### src/rtl/conv_out_collector_if.sv
// conv_out_collector_if: pixel-entry inputs and window-result outputs of the
// convolution output collector. master feeds pixels, slave is the collector.
//   pix_valid, frame_start : pixel entering the pipeline / first pixel of frame
//   conv_data              : free-running signed pipeline result
//   out_valid/out_data     : valid window result and its value
//   out_row/out_col        : output coordinate, out_last on the final one
//   busy, err              : frame in progress, sticky underrun flag
interface conv_out_collector_if #(
    parameter int DATA_W = 40,
    parameter int CW     = 5
);
    logic                     pix_valid;
    logic                     frame_start;
    logic signed [DATA_W-1:0] conv_data;
    logic                     out_valid;
    logic signed [DATA_W-1:0] out_data;
    logic [CW-1:0]            out_row;
    logic [CW-1:0]            out_col;
    logic                     out_last;
    logic                     busy;
    logic                     err;

    modport master (
        output pix_valid,
        output frame_start,
        output conv_data,
        input  out_valid,
        input  out_data,
        input  out_row,
        input  out_col,
        input  out_last,
        input  busy,
        input  err
    );

    modport slave (
        input  pix_valid,
        input  frame_start,
        input  conv_data,
        output out_valid,
        output out_data,
        output out_row,
        output out_col,
        output out_last,
        output busy,
        output err
    );
endinterface

### src/rtl/conv_out_collector.sv
// conv_out_collector: tracks raster position of pixels entering the conv
// pipeline and emits only results of fully-populated KxK windows.
//   clk, reset : rising-edge clock, async active-high reset
//   bus        : conv_out_collector_if.slave (pixel in, results out)
module conv_out_collector #(
    parameter int IMAGE_WIDTH  = 28,
    parameter int KERNEL_WIDTH = 5,
    parameter int PIPE_LAT     = 3,
    parameter int DATA_W       = 40
) (
    input  logic                 clk,
    input  logic                 reset,
    conv_out_collector_if.slave  bus
);
    localparam int OUT_W = IMAGE_WIDTH - KERNEL_WIDTH + 1;
    localparam int AW    = (IMAGE_WIDTH > 1) ? $clog2(IMAGE_WIDTH) : 1;
    localparam int CW    = (OUT_W > 1) ? $clog2(OUT_W) : 1;

    localparam logic [AW-1:0] LAST_IDX = AW'(IMAGE_WIDTH - 1);
    localparam logic [AW-1:0] KM1      = AW'(KERNEL_WIDTH - 1);

    if (PIPE_LAT < 0 || PIPE_LAT > 63) begin : g_bad_lat
        $error("conv_out_collector: PIPE_LAT out of range 0..63");
    end
    if (KERNEL_WIDTH < 1 || KERNEL_WIDTH > IMAGE_WIDTH) begin : g_bad_k
        $error("conv_out_collector: KERNEL_WIDTH must be 1..IMAGE_WIDTH");
    end

    typedef enum logic {
        S_IDLE,
        S_RUN
    } state_t;

    // Window tag that rides alongside a pixel through the pipeline.
    typedef struct packed {
        logic          vld;
        logic          last;
        logic [CW-1:0] row;
        logic [CW-1:0] col;
    } tag_t;

    state_t        state_q;
    state_t        state_d;
    logic [AW-1:0] r_q;
    logic [AW-1:0] c_q;
    logic [AW-1:0] r_d;
    logic [AW-1:0] c_d;

    logic          in_run;
    logic          start;
    logic          accept;
    logic          underrun;
    logic          abort;
    logic          flush;
    logic          at_last;
    logic [AW-1:0] cur_r;
    logic [AW-1:0] cur_c;

    tag_t          cur_tag;
    tag_t          lat_tag;
    logic          pipe_busy;

    logic                     out_valid_q;
    logic signed [DATA_W-1:0] out_data_q;
    logic [CW-1:0]            out_row_q;
    logic [CW-1:0]            out_col_q;
    logic                     out_last_q;
    logic                     err_q;

    // Event decode for the current cycle.
    always_comb begin
        in_run   = (state_q == S_RUN);
        start    = bus.pix_valid & bus.frame_start;
        accept   = start | (in_run & bus.pix_valid);
        underrun = in_run & ~bus.pix_valid;
        abort    = in_run & start;
        flush    = underrun | abort;
        // A frame_start always restarts the raster at (0,0).
        cur_r    = start ? '0 : r_q;
        cur_c    = start ? '0 : c_q;
        at_last  = (cur_r == LAST_IDX) && (cur_c == LAST_IDX);
    end

    always_ff @(posedge clk or posedge reset) begin
        if (reset) begin
            state_q <= S_IDLE;
            r_q     <= '0;
            c_q     <= '0;
        end else begin
            state_q <= state_d;
            r_q     <= r_d;
            c_q     <= c_d;
        end
    end

    always_comb begin
        state_d = state_q;
        r_d     = r_q;
        c_d     = c_q;
        unique case (1'b1)
            underrun: begin
                state_d = S_IDLE;
            end
            accept & at_last: begin
                state_d = S_IDLE;
                r_d     = '0;
                c_d     = '0;
            end
            accept & ~at_last: begin
                state_d = S_RUN;
                if (cur_c == LAST_IDX) begin
                    c_d = '0;
                    r_d = cur_r + 1'b1;
                end else begin
                    c_d = cur_c + 1'b1;
                    r_d = cur_r;
                end
            end
            default: begin
                state_d = state_q;
            end
        endcase
    end

    // Tag for the pixel entering this cycle.
    always_comb begin
        cur_tag     = '0;
        cur_tag.vld = accept && (cur_r >= KM1) && (cur_c >= KM1);
        cur_tag.last = cur_tag.vld && at_last;
        cur_tag.row = CW'(cur_r - KM1);
        cur_tag.col = CW'(cur_c - KM1);
    end

    // Tag delay line matching the conv pipeline latency.
    if (PIPE_LAT == 0) begin : g_nolat
        assign lat_tag   = cur_tag;
        assign pipe_busy = 1'b0;
    end else begin : g_lat
        tag_t stage_q [PIPE_LAT];

        always_ff @(posedge clk or posedge reset) begin
            if (reset) begin
                for (int i = 0; i < PIPE_LAT; i++) begin
                    stage_q[i] <= '0;
                end
            end else begin
                // Stage 0 takes the new pixel even on abort; older
                // stages are wiped so the old frame never surfaces.
                stage_q[0] <= cur_tag;
                for (int i = 1; i < PIPE_LAT; i++) begin
                    stage_q[i] <= flush ? '0 : stage_q[i-1];
                end
            end
        end

        assign lat_tag = flush ? '0 : stage_q[PIPE_LAT-1];

        always_comb begin
            pipe_busy = 1'b0;
            for (int i = 0; i < PIPE_LAT; i++) begin
                pipe_busy = pipe_busy | stage_q[i].vld;
            end
        end
    end

    // Output register: pair the matured tag with this cycle's result.
    always_ff @(posedge clk or posedge reset) begin
        if (reset) begin
            out_valid_q <= 1'b0;
            out_last_q  <= 1'b0;
            out_data_q  <= '0;
            out_row_q   <= '0;
            out_col_q   <= '0;
        end else begin
            out_valid_q <= lat_tag.vld;
            out_last_q  <= lat_tag.last;
            if (lat_tag.vld) begin
                out_data_q <= bus.conv_data;
                out_row_q  <= lat_tag.row;
                out_col_q  <= lat_tag.col;
            end
        end
    end

    always_ff @(posedge clk or posedge reset) begin
        if (reset) begin
            err_q <= 1'b0;
        end else if (underrun) begin
            err_q <= 1'b1;
        end else if (start) begin
            err_q <= 1'b0;
        end
    end

    assign bus.out_valid = out_valid_q;
    assign bus.out_data  = out_data_q;
    assign bus.out_row   = out_row_q;
    assign bus.out_col   = out_col_q;
    assign bus.out_last  = out_last_q;
    assign bus.err       = err_q;
    // Busy while pixels stream, tags are in flight, or a result is shown.
    assign bus.busy      = in_run | pipe_busy | out_valid_q;
endmodule
### src/flat_wrapper.sv
// flat-port wrapper written by rule: the top's interface ports become plain ports
module conv_out_collector_flat 
#(
    parameter int IMAGE_WIDTH  = 28,
    parameter int KERNEL_WIDTH = 5,
    parameter int PIPE_LAT     = 3,
    parameter int DATA_W       = 40
)
  (clk, reset, bus_pix_valid, bus_frame_start, bus_conv_data, bus_out_valid, bus_out_data, bus_out_row, bus_out_col, bus_out_last, bus_busy, bus_err);
  conv_out_collector_if #(.DATA_W(DATA_W)) bus_i ();
  input  logic clk;
  input  logic reset;
  input wire logic [$bits(bus_i.pix_valid)-1:0] bus_pix_valid;
  input wire logic [$bits(bus_i.frame_start)-1:0] bus_frame_start;
  input wire logic [$bits(bus_i.conv_data)-1:0] bus_conv_data;
  output wire logic [$bits(bus_i.out_valid)-1:0] bus_out_valid;
  output wire logic [$bits(bus_i.out_data)-1:0] bus_out_data;
  output wire logic [$bits(bus_i.out_row)-1:0] bus_out_row;
  output wire logic [$bits(bus_i.out_col)-1:0] bus_out_col;
  output wire logic [$bits(bus_i.out_last)-1:0] bus_out_last;
  output wire logic [$bits(bus_i.busy)-1:0] bus_busy;
  output wire logic [$bits(bus_i.err)-1:0] bus_err;
  assign bus_i.pix_valid = bus_pix_valid;
  assign bus_i.frame_start = bus_frame_start;
  assign bus_i.conv_data = bus_conv_data;
  assign bus_out_valid = bus_i.out_valid;
  assign bus_out_data = bus_i.out_data;
  assign bus_out_row = bus_i.out_row;
  assign bus_out_col = bus_i.out_col;
  assign bus_out_last = bus_i.out_last;
  assign bus_busy = bus_i.busy;
  assign bus_err = bus_i.err;
  conv_out_collector #(.IMAGE_WIDTH(IMAGE_WIDTH), .KERNEL_WIDTH(KERNEL_WIDTH), .PIPE_LAT(PIPE_LAT), .DATA_W(DATA_W)) u_core (.clk(clk), .reset(reset), .bus(bus_i));
endmodule
### config.mk
export PLATFORM = sky130hd
export DESIGN_NAME = conv_out_collector_flat
export DESIGN_NICKNAME = d
export VERILOG_FILES = /design/src/rtl/conv_out_collector_if.sv /design/src/rtl/conv_out_collector.sv /design/src/flat_wrapper.sv
export SDC_FILE = /design/constraint.sdc
export NUM_CORES = 1
export LEC_CHECK = 0
export CAP_MARGIN = 10
export CORE_MARGIN = 5
export CORE_UTILIZATION = 40
export DETAILED_ROUTE_END_ITERATION = 6
export PLACE_DENSITY = 0.72
export SLEW_MARGIN = 20
export SYNTH_ARGS = -nofsm -noshare
export SYNTH_HDL_FRONTEND = slang
export SYNTH_SLANG_ARGS = --single-unit
### constraint.sdc
create_clock -name clk -period 3.68 [get_ports clk]
set_input_delay 1.104 -clock clk [delete_from_list [all_inputs] [get_ports clk]]
set_output_delay 1.104 -clock clk [all_outputs]
set_load 0.02 [all_outputs]
# Word level (Yosys, flattened, before mapping)
# Cells that the tools add are included.
# W data, S select, Z words.
# totals
ff_bits	100
latch_bits	0
n_memories	0
out_inout_bits	54
mem_bits_ro	0
ram_bits	0
# op_classes
n_mux	12
n_reduce_logical	8
magnitude_cmp	2
div	0
shift	0
multipliers	0
eq_ne	2
n_addsub	4
n_bitwise	14
# ops
operator	count
$mux W12	3
$mux W5	4
$pmux W5 S2	2
$add A5 B1 Y5 const B	2
$eq A5 B5 Y1 const B	2
$ge A5 B3 Y1 const B	2
$sub A5 B3 Y5 const B	2
$and A1 B1 Y1	6
$or A1 B1 Y1	6
$reduce_bool A2 Y1	3
$logic_and A1 B1 Y1	4
$mux W1	2
$not A1 Y1	2
$pmux W1 S2	1
$reduce_or A2 Y1	1

# Depth between registers and ports, before layout
# Gate-level depths: netlist of run 1.
# depth
ltp_word	7
ltp_mapped	11

# Least setup slack after synthesis of run 1
# Ideal clock, no wire load.
# synth_path
path_type	input to register
startpoint	input port bus_frame_start
endpoint	register u_core.c_q[1]
setup_time_ns	0.121
setup_slack_ns	0.886
t_arrival_ns	2.674
path_stages	11
cell_sequence	buf_2 nand2_2 buf_2 nand2_1 inv_1 ha_1 and3_1 nand4_1 o21ai_1 inv_2 a22o_1
# synth_between
elab_chain_len	7
word_cells_on_any_way	14
classes_between	1 x add/sub; 2 x eq/ne; 4 x mux; 5 x bitwise; 2 x reduce/logical
# synth_lines
item	line	text
start, declared	flat_wrapper.sv:14	input wire logic [$bits(bus_i.frame_start)-1:0] bus_frame_start;
$and A1 B1 Y1 (*)	conv_out_collector.sv:73	start = bus.pix_valid & bus.frame_start;
$mux W5 (*)	conv_out_collector.sv:80	cur_c = start ? '0 : c_q;
via u_core.cur_c[1]	conv_out_collector.sv:57	logic [AW-1:0] cur_c;
parallel branches: the longest is 5 deep, another holds $add A5 B1 Y5	-	
end signal, assigned	conv_out_collector.sv:88	c_q <= '0;
end signal, assigned	conv_out_collector.sv:92	c_q <= c_d;
end, declared	conv_out_collector.sv:45	logic [AW-1:0] c_q;
# Mark *: on every way through the listed nets, which the timed path passes.
# A chain may end at the register's enable or synchronous reset.

# Final worst setup path of run 1
# layout_path
startpoint	input port bus_pix_valid
endpoint	register u_core.c_q[1]
# layout_between
elab_chain_len	7
word_cells_on_any_way	15
classes_between	1 x add/sub; 2 x eq/ne; 4 x mux; 6 x bitwise; 2 x reduce/logical
# layout_lines
item	line	text
start, declared	flat_wrapper.sv:13	input wire logic [$bits(bus_i.pix_valid)-1:0] bus_pix_valid;
$and A1 B1 Y1 (*)	conv_out_collector.sv:73	
$mux W5 (*)	conv_out_collector.sv:80	
via u_core.cur_c[0]	conv_out_collector.sv:57	
parallel branches: the longest is 5 deep, another holds $add A5 B1 Y5	-	
# Marks and branches as above.

==> results_dict.tcl, run 1 <==
set metrics [dict create \
    status "finished clean" \
    cts.repair.resized 0 \
    clock_skew_ps 7.07 \
    leakage_nw 2.44 \
    max_stage_delay_ps 570 \
    ys_top_cells_by_area "dfrtp_1 61%, mux2_4 18%, and2_1 4.1%, buf_12 2.9%, ha_1 2.1%" \
    synth-xor-area-share_pct 0.428 \
    path_cells "clkdlybuf4s50_1, nand2_2, nand2_1, inv_1, ha_1, and3_1, nand4_1, o21ai_1, inv_2, a22o_1" \
    synth_top_family_by_area "multiplexers" \
    required_ps 3930 \
    htree_levels 3 \
    cts.sinks 100 \
    syn_nets 324 \
    start_util_pct 40.3 \
    place_ws_ps 382 \
    holdPathEnd "u_core.g_lat.stage_q[16]$_DFF_PP0_" \
    power_density_nw_per_um2 395 \
    fin_cells 517 \
    fin_util_pct 53.0 \
    grt_use_total_pct 12.6 \
    clkTransAtPathRegs_ps 90 \
    dpl.cell_count 501 \
    max_freq_ghz 0.339 \
    reg2reg_from "u_core.c_q[0]$_DFFE_PP0P_" \
    firstDrtPassIters 4 \
    rsz0062_at_grt "no" \
    dpl_cell_area_um2 5170 \
    nNetsFinal 427 \
    reg2reg_depth 8 \
    synth_area_um2 4090 \
    synth_fa_ha_area_share_pct 2.14 \
    drv_slew 0 \
    ant_nets 0 \
    cts_buffer_depth 2 \
    cp_num_buf_inv 3 \
    grt_first_pass_wirelength_um 12600 \
    reg2reg_setup_slack_ps 1790 \
    slowest_stage "clkdlybuf4s50_1" \
    r2r_end "u_core.c_q[1]$_DFFE_PP0P_" \
    hold_start "u_core.g_lat.stage_q[28]$_DFF_PP0_" \
    insertion_delay_ps 360 \
    synth-edff-count 0 \
    vias_per_cell 4.60 \
    dp_hpwl_um 5340 \
    ys_ff_latch 100 \
    row_count 37 \
    num_vias 2380 \
    end_kind "flop" \
    cts-buffers-inserted 9 \
    synth.top_cell.area_share_pct 61.2 \
    port_buffers 97 \
    antenna_found_initial 0 \
    path_delay_family "buffers and inverters" \
    synth_area_leader_cell "dfrtp_1" \
    cts_setup_buffers 0 \
    drc 0 \
    fill_cells 835 \
    grt_overflow 0 \
    drive_gt1_share_pct 21.0 \
    holdBufCountCts 0 \
    finalPower_mw 2.12 \
    min_period_over_period_pct 80.1 \
    post_synth_and_or_nand_nor_area_fraction_pct 9.21 \
    synth_ff_type "dfrtp_1" \
    cts-root-buf "clkbuf_8" \
    setup_viol 0 \
    die_width_um 111 \
    peakVddDrop_v 0.000253 \
    whs_path_depth 1 \
    async_reset_ff_share_pct 100 \
    synth.most_common_cell "dfrtp_1" \
    synthCells 273 \
    cp.arrival_ps 3200 \
    syn_to_final_growth_pct 31.4 \
    dieHeight_um 111 \
    cp-start-kind "input port" \
    tns_ps 0 \
    critical_path_class "in2reg" \
    finalHoldViolations 0 \
    core-area_um2 10100 \
    synth-compound-area-share_pct 3.85 \
    wl_per_cell_um 14.5 \
    slew_headroom_pct 37.9 \
    worstMarginPinSlew_ps 929 \
    gp_congestion 0.834 \
    period_needed_ps 2950 \
    synth_cell_types 39 \
    grt_max_degree 42 \
    postLayoutCellArea_um2 5380 \
    die_area_um2 12300 \
    cp_max_fo 7 \
    synth_warnings 0 \
    post_synth.cell_area_avg_um2 15.0 \
    fin_hold_ws_ps 446 \
    seq_area_frac_synth_pct 61.2 \
    first_global_vias 2549 \
    synthTopCellsByCount "100 x dfrtp_1, 49 x mux2_4, 27 x and2_1" \
    num_antenna_cells 0 \
    hold_path.class "reg2reg" \
    finalWorstSetupSlack_ps 734 \
    drt-total-wl_um 7510 \
    drt_iter0_drc 99 \
    cts_tree "built" \
    top_level_ports 98 \
    drv_cap 0 \
    synthMuxAreaShare_pct 18.3 \
]
[report_power, final]
part	switching, mW	leakage, nW	internal (mW)
Combinational	0.100	1.01	0.109
Sequential	0.0409	1.32	1.17
Clock	0.380	0.106	0.325
Total	0.521	2.44	1.60
[flip-flops by register name (all words and copies together) (netlist names)]
name and count:
u_core.bus.out_row 5, u_core.c_q 5, u_core.bus.out_last 1, u_core.r_q 5, u_core.bus.out_valid 1, u_core.bus.err 1, u_core.in_run 1, u_core.bus.out_col 5
u_core.g_lat.stage_q 36, u_core.bus.out_data 40
[logic make-up (layout without fill, tap and decap cells)]
kind of cell    count (synthesis)  count (layout)
mux                            50              50
xor+xnor                        2               2
flops                         100             100
simple gates                   69              69
compound gates                 21              21
fa+ha+maj                       7               7
buf+inv                        24             132
[worst max-delay path by stage]
stage / startpoint / to / slack [ps] / depth (start not counted)
global route: bus_pix_valid / u_core.c_q[1]$_DFFE_PP0P_ / 550 / 10
finish: bus_pix_valid / u_core.c_q[1]$_DFFE_PP0P_ / 730 / 10
floorplan: bus_frame_start / u_core.c_q[1]$_DFFE_PP0P_ / 890 / 11
detailed placement: bus_pix_valid / u_core.c_q[1]$_DFFE_PP0P_ / 380 / 10
global placement: bus_pix_valid / u_core.c_q[1]$_DFFE_PP0P_ / 480 / 10
CTS: bus_pix_valid / u_core.c_q[1]$_DFFE_PP0P_ / 770 / 10
[placed cells by master (no fill, tap or decap), types with 3 or more instances in the layout]
cell type | synthesis | layout
nor2_1 | 7 | 7
nor3_1 | 4 | 4
buf_4 | 0 | 4
dfrtp_1 | 100 | 100
ha_1 | 7 | 7
nand2_1 | 15 | 15
buf_12 | 6 | 3
clkdlybuf4s50_1 | 0 | 97
inv_1 | 10 | 9
clkbuf_8 | 0 | 9
mux2_4 | 49 | 49
nand3_1 | 6 | 6
and2_1 | 27 | 27
o21ai_0 | 5 | 5
[layout make-up]
class	instances	area, um2	share of cell area [%]
Timing Repair Buffer	104	1060	19.7
Tap cell	136	170	3.16
Clock inverter	7	81.3	1.51
Inverter	12	51.3	0.954
Sequential cell	100	2500	46.5
Clock buffer	9	124	2.30
Multi-Input combinational cell	149	1390	25.8
[per-layer routing]
metal / GRT usage (%) / wire length (um) / vias up
met5: 0 / 0 / -
met4: 2.92 / 102 / 0
met3: 4.59 / 414 / 7
met2: 21.3 / 3670 / 82
met1: 15.4 / 3330 / 1155
li1: - / - / 1136
No activity file was read; power rests on OpenSTA's default activity.
==> inputs of run 2 (changes only) <==
Clock period 3.68 ns to 2.5 ns, I/O delays scaled along.
==> run 2 against run 1 <==
Via count up 5.1%. Global-route usage up 1.0 points. Wire length up 7.0%. Count of clock-buffer cells in the layout unchanged. Critical path depth unchanged. Total power up 51%. Clock power up 53%. Worst setup slack worse by 580 ps. Combinational power up 68%. Core utilization up 2.1 points. Sequential share of layout area down 1.7 points. Sequential power up 47%. Critical endpoint unchanged. Largest power group unchanged.
==> results_dict.tcl, run 2 (synthesis results as in run 1) <==
set metrics [dict create \
    status "finished clean" \
    grt_max_degree 33 \
    slowest_stage "clkdlybuf4s50_1" \
    drv_cap 0 \
    reg2reg_depth 8 \
    reg2reg_from "u_core.c_q[0]$_DFFE_PP0P_" \
    layout_commonest_cell "dfrtp_1" \
    min_period_over_period_pct 93.7 \
    fin_hold_ws_ps 449 \
    fin_cells 538 \
    ant_nets 0 \
    path_cells "clkdlybuf4s50_1, nand2_2, nand2_1, inv_1, ha_1, and3_1, nand4_1, o21ai_1, inv_2, a22o_1" \
    clkTransAtPathRegs_ps 100 \
    finalPower_mw 3.21 \
    start_util_pct 40.3 \
    cp-start-kind "input port" \
    setup_viol 0 \
    max_stage_delay_ps 450 \
    cts-buffers-inserted 9 \
    holdPathEnd "u_core.g_lat.stage_q[20]$_DFF_PP0_" \
    power_density_nw_per_um2 575 \
    die_area_um2 12300 \
    tns_ps 0 \
    nNetsFinal 448 \
    drc 0 \
    drt_iter0_drc 73 \
    cp.arrival_ps 2600 \
    clock_skew_ps 8.38 \
    finalHoldViolations 0 \
    dpl_cell_area_um2 5370 \
    drt-total-wl_um 8030 \
    grt_overflow 0 \
    final_cell_mix "99 x dfrtp_1, 96 x clkdlybuf4s50_1, 49 x mux2_4" \
    largest_reg_flops 40 \
    place_ws_ps -188 \
    gp_congestion 0.847 \
    top_level_ports 98 \
    reg2reg_setup_slack_ps 780 \
    r2r_end "u_core.c_q[1]$_DFFE_PP0P_" \
    num_antenna_cells 0 \
    row_count 37 \
    rsz0062_at_grt "no" \
    firstDrtPassIters 4 \
    cts_setup_buffers 0 \
    cts.sinks 100 \
    fin_util_pct 55.1 \
    worstMarginPinSlew_ps 508 \
    insertion_delay_ps 360 \
    dpl.cell_count 522 \
    required_ps 2750 \
    htree_levels 3 \
    drv_slew 0 \
    cts_tree "built" \
    drive_gt1_share_pct 25.4 \
    fill_cells 834 \
    die_width_um 111 \
    leakage_nw 2.56 \
    cts_buffer_depth 2 \
    max_freq_ghz 0.427 \
    cp_max_fo 6 \
    postLayoutCellArea_um2 5590 \
    antenna_found_initial 0 \
    finalWorstSetupSlack_ps 158 \
    wl_per_cell_um 14.9 \
    period_needed_ps 2340 \
    port_buffers 97 \
    peakVddDrop_v 0.000405 \
    first_global_vias 2673 \
    core-area_um2 10100 \
    vias_per_cell 4.65 \
    syn_to_final_growth_pct 36.6 \
    grt_first_pass_wirelength_um 13500 \
    dieHeight_um 111 \
    grt_use_total_pct 13.6 \
    hold_path.class "reg2reg" \
    end_kind "flop" \
    hold_start "u_core.g_lat.stage_q[32]$_DFF_PP0_" \
    num_vias 2501 \
    cts-root-buf "clkbuf_8" \
    critical_path_class "in2reg" \
    slew_headroom_pct 66.1 \
    whs_path_depth 1 \
    dp_hpwl_um 5860 \
]
==> run 2: per-layer routing <==
layer  up-vias  part of all wire [%]  GRT usage [%]
li1       1183                     -              -
met1      1247                    45           16.9
met2        67                    50           22.7
met3         4                   4.3           4.37
met4         0                   1.0           4.22
met5         -                     0              0
==> run 2: cell type report <==
cell class / count / area (um2) / area share, %
Inverter: 12 / 51.3 / 0.918
Clock inverter: 7 / 95.1 / 1.70
Clock buffer: 9 / 124 / 2.22
Timing Repair Buffer: 125 / 1260 / 22.5
Multi-Input combinational cell: 149 / 1390 / 24.8
Sequential cell: 100 / 2500 / 44.8
Tap cell: 136 / 170 / 3.04
==> run 2: timing repair <==
action	4_1_cts	5_1_grt
resized for setup	0	2
endpoints found under the setup margin	0	1
hold buffers	0	0
==> run 2: report_power, final <==
part | internal [mW] | switching (mW) | leakage [nW] | total, mW
Sequential | 1.72 | 0.0634 | 1.32 | 1.78
Combinational | 0.191 | 0.160 | 1.13 | 0.351
Clock | 0.490 | 0.589 | 0.110 | 1.08
Total | 2.40 | 0.812 | 2.56 | 3.21
==> run 2: worst max path at each step <==
stage	cells after the start	from	end	slack [ps]
final	10	bus_pix_valid	u_core.c_q[1]$_DFFE_PP0P_	160
after detailed placement	10	bus_frame_start	u_core.c_q[1]$_DFFE_PP0P_	-190
after global routing	9	bus_frame_start	u_core.r_q[3]$_DFFE_PP0P_	30
after floorplan	11	bus_frame_start	u_core.c_q[1]$_DFFE_PP0P_	60
after CTS	3	u_core.in_run$_DFFE_PP0P_	bus_busy	3
after global placement	10	bus_frame_start	u_core.c_q[1]$_DFFE_PP0P_	-70
==> run 2: critical path, delay by kind of cell <==
| family | cells | cell delay (ps) |
|---|---|---|
| buffers and inverters | 3 | 600 |
| AND/OR/NAND/NOR | 4 | 560 |
| AO/OA/AOI/OAI | 2 | 520 |
| adder cells (fa/ha/maj) | 1 | 170 |
==> inputs of run 3 (changes only) <==
Settings changed: MAX_ROUTING_LAYER from default to met4.
==> run 3 against run 2 <==
Sequential power about the same. Register-to-register slack hardly changed. Clock skew up 4.0 ps. Clock power fell by 9%. Largest cell class unchanged. Largest power group unchanged.
==> results_dict.tcl, run 3 (synthesis results as in run 1) <==
set metrics [dict create \
    status "finished clean" \
    ant_nets 0 \
    htree_levels 3 \
    insertion_delay_ps 360 \
    wl_per_cell_um 14.6 \
    nNetsFinal 449 \
    top_level_ports 98 \
    cts_tree "built" \
    drt_iter0_drc 114 \
    leakage_nw 2.53 \
    reg2reg_from "u_core.c_q[3]$_DFFE_PP0P_" \
    required_ps 1750 \
    grt_max_degree 30 \
    cts.sinks 100 \
    syn_to_final_growth_pct 36.1 \
    fill_cells 848 \
    max_freq_ghz 0.415 \
    clock_skew_ps 12.3 \
    holdBufCountCts 0 \
    regArea_um2 2500 \
    peakVddDrop_v 0.000294 \
    num_vias 2473 \
    row_count 37 \
    hold_path.class "reg2reg" \
    grt_use_total_pct 13.6 \
    grt_first_pass_wirelength_um 13100 \
    dieHeight_um 111 \
    cts_buffer_depth 2 \
    final_cell_mix "99 x dfrtp_1, 97 x clkdlybuf4s50_1, 49 x mux2_4" \
    period_needed_ps 2410 \
    multiInputGateArea_um2 1390 \
    vias_per_cell 4.60 \
    finalPower_mw 3.12 \
    die_width_um 111 \
    cp.arrival_ps 1660 \
    reg2reg_setup_slack_ps 790 \
    antenna_found_initial 0 \
    drt-total-wl_um 7840 \
    worstMarginPinSlew_ps 432 \
    gp_congestion 0.873 \
    port_buffers 97 \
    fin_cells 538 \
    first_global_vias 2616 \
    holdPathEnd "u_core.g_lat.stage_q[20]$_DFF_PP0_" \
    dp_hpwl_um 5890 \
    drv_cap 0 \
    cp-start-kind "flop" \
    critical_path_class "reg2out" \
    reg2reg_depth 6 \
    grt_overflow 0 \
    end_kind "primary output" \
    power_density_nw_per_um2 561 \
    dpl.cell_count 523 \
    r2r_end "u_core.c_q[1]$_DFFE_PP0P_" \
    clkTransAtPathRegs_ps 90 \
    core-area_um2 10100 \
    whs_path_depth 1 \
    layout_commonest_cell "dfrtp_1" \
    slew_headroom_pct 70.9 \
    drv_slew 0 \
    cp_max_fo 8 \
    die_area_um2 12300 \
    largest_reg_flops 40 \
    setup_viol 0 \
    cts-buffers-inserted 9 \
    start_util_pct 40.3 \
    hold_start "u_core.g_lat.stage_q[32]$_DFF_PP0_" \
    cts-root-buf "clkbuf_8" \
    min_period_over_period_pct 96.5 \
    firstDrtPassIters 4 \
    finalHoldViolations 0 \
    drive_gt1_share_pct 25.4 \
    num_antenna_cells 0 \
    rsz0062_at_grt "no" \
    drc 0 \
]
[run 3: cell count changes in the layout (fill, tap and decap cells not counted), sizes merged]
cell           before  now
clkinvlp            1    4
clkinv              4    2
buf                28   29
dlymetal6s2s        1    0
inv                13   11
clkdlybuf4s50      96   97
[run 3: report_power, final]
| part | switching [mW] | total [mW] | internal, mW | leakage [nW] |
|---|---|---|---|---|
| clock network | 0.532 | 0.988 | 0.457 | 0.0873 |
| logic | 0.156 | 0.351 | 0.194 | 1.12 |
| registers | 0.0632 | 1.78 | 1.72 | 1.32 |
[run 3: final cells by class]
type                       count  area share, %
tap                          136           3.06
multi-input combinational    149           24.9
clock buffer                   9           2.23
clock inverter                 6           1.19
sequential                   100           45.0
timing repair buffer         126           22.7
inverter                      12          0.922
[run 3: critical path: stages, from the launching register on]
cell	delay, ps
dfrtp_2	480
nor3_1	220
nand2_1	70
clkdlybuf4s50_1	540
[run 3: worst max-delay path by stage]
stage                              startpoint                         to  slack [ps]  cells after the start
floorplan                     bus_frame_start  u_core.c_q[1]$_DFFE_PP0P_          60                     11
global placement              bus_frame_start  u_core.c_q[1]$_DFFE_PP0P_         -40                     10
detailed placement            bus_frame_start  u_core.c_q[1]$_DFFE_PP0P_        -110                     10
global route        u_core.in_run$_DFFE_PP0P_                   bus_busy          10                      3
CTS                 u_core.in_run$_DFFE_PP0P_                   bus_busy          30                      3
finish              u_core.in_run$_DFFE_PP0P_                   bus_busy          90                      3
[run 3: layer usage]
layer | wire, um | vias up | global-route usage (%)
li1 | - | 1182 | -
met1 | 3520 | 1207 | 16.5
met2 | 3810 | 79 | 21.9
met3 | 408 | 5 | 4.37
met4 | 94 | 0 | 4.14
met5 | 0 | - | -
[run 3: per-stage QoR]
stage               hold slack [ps]  utilization, %  setup WS, ps  area, um2  setup TNS [ps]
floorplan                       428               -          59.5       4090               0
global placement                431            53.0         -40.2       5370           -65.6
detailed placement              434            53.0          -111       5370            -283
CTS                             449            54.9          27.6       5560               0
global route                    473            54.9          11.5       5570               0
finish                          447            54.9          87.5       5570               0
[run 3: repair_timing]
item,4_1_cts,5_1_grt
gates resized for setup,0,1
endpoints found under the setup margin,0,1
setup buffers,0,0
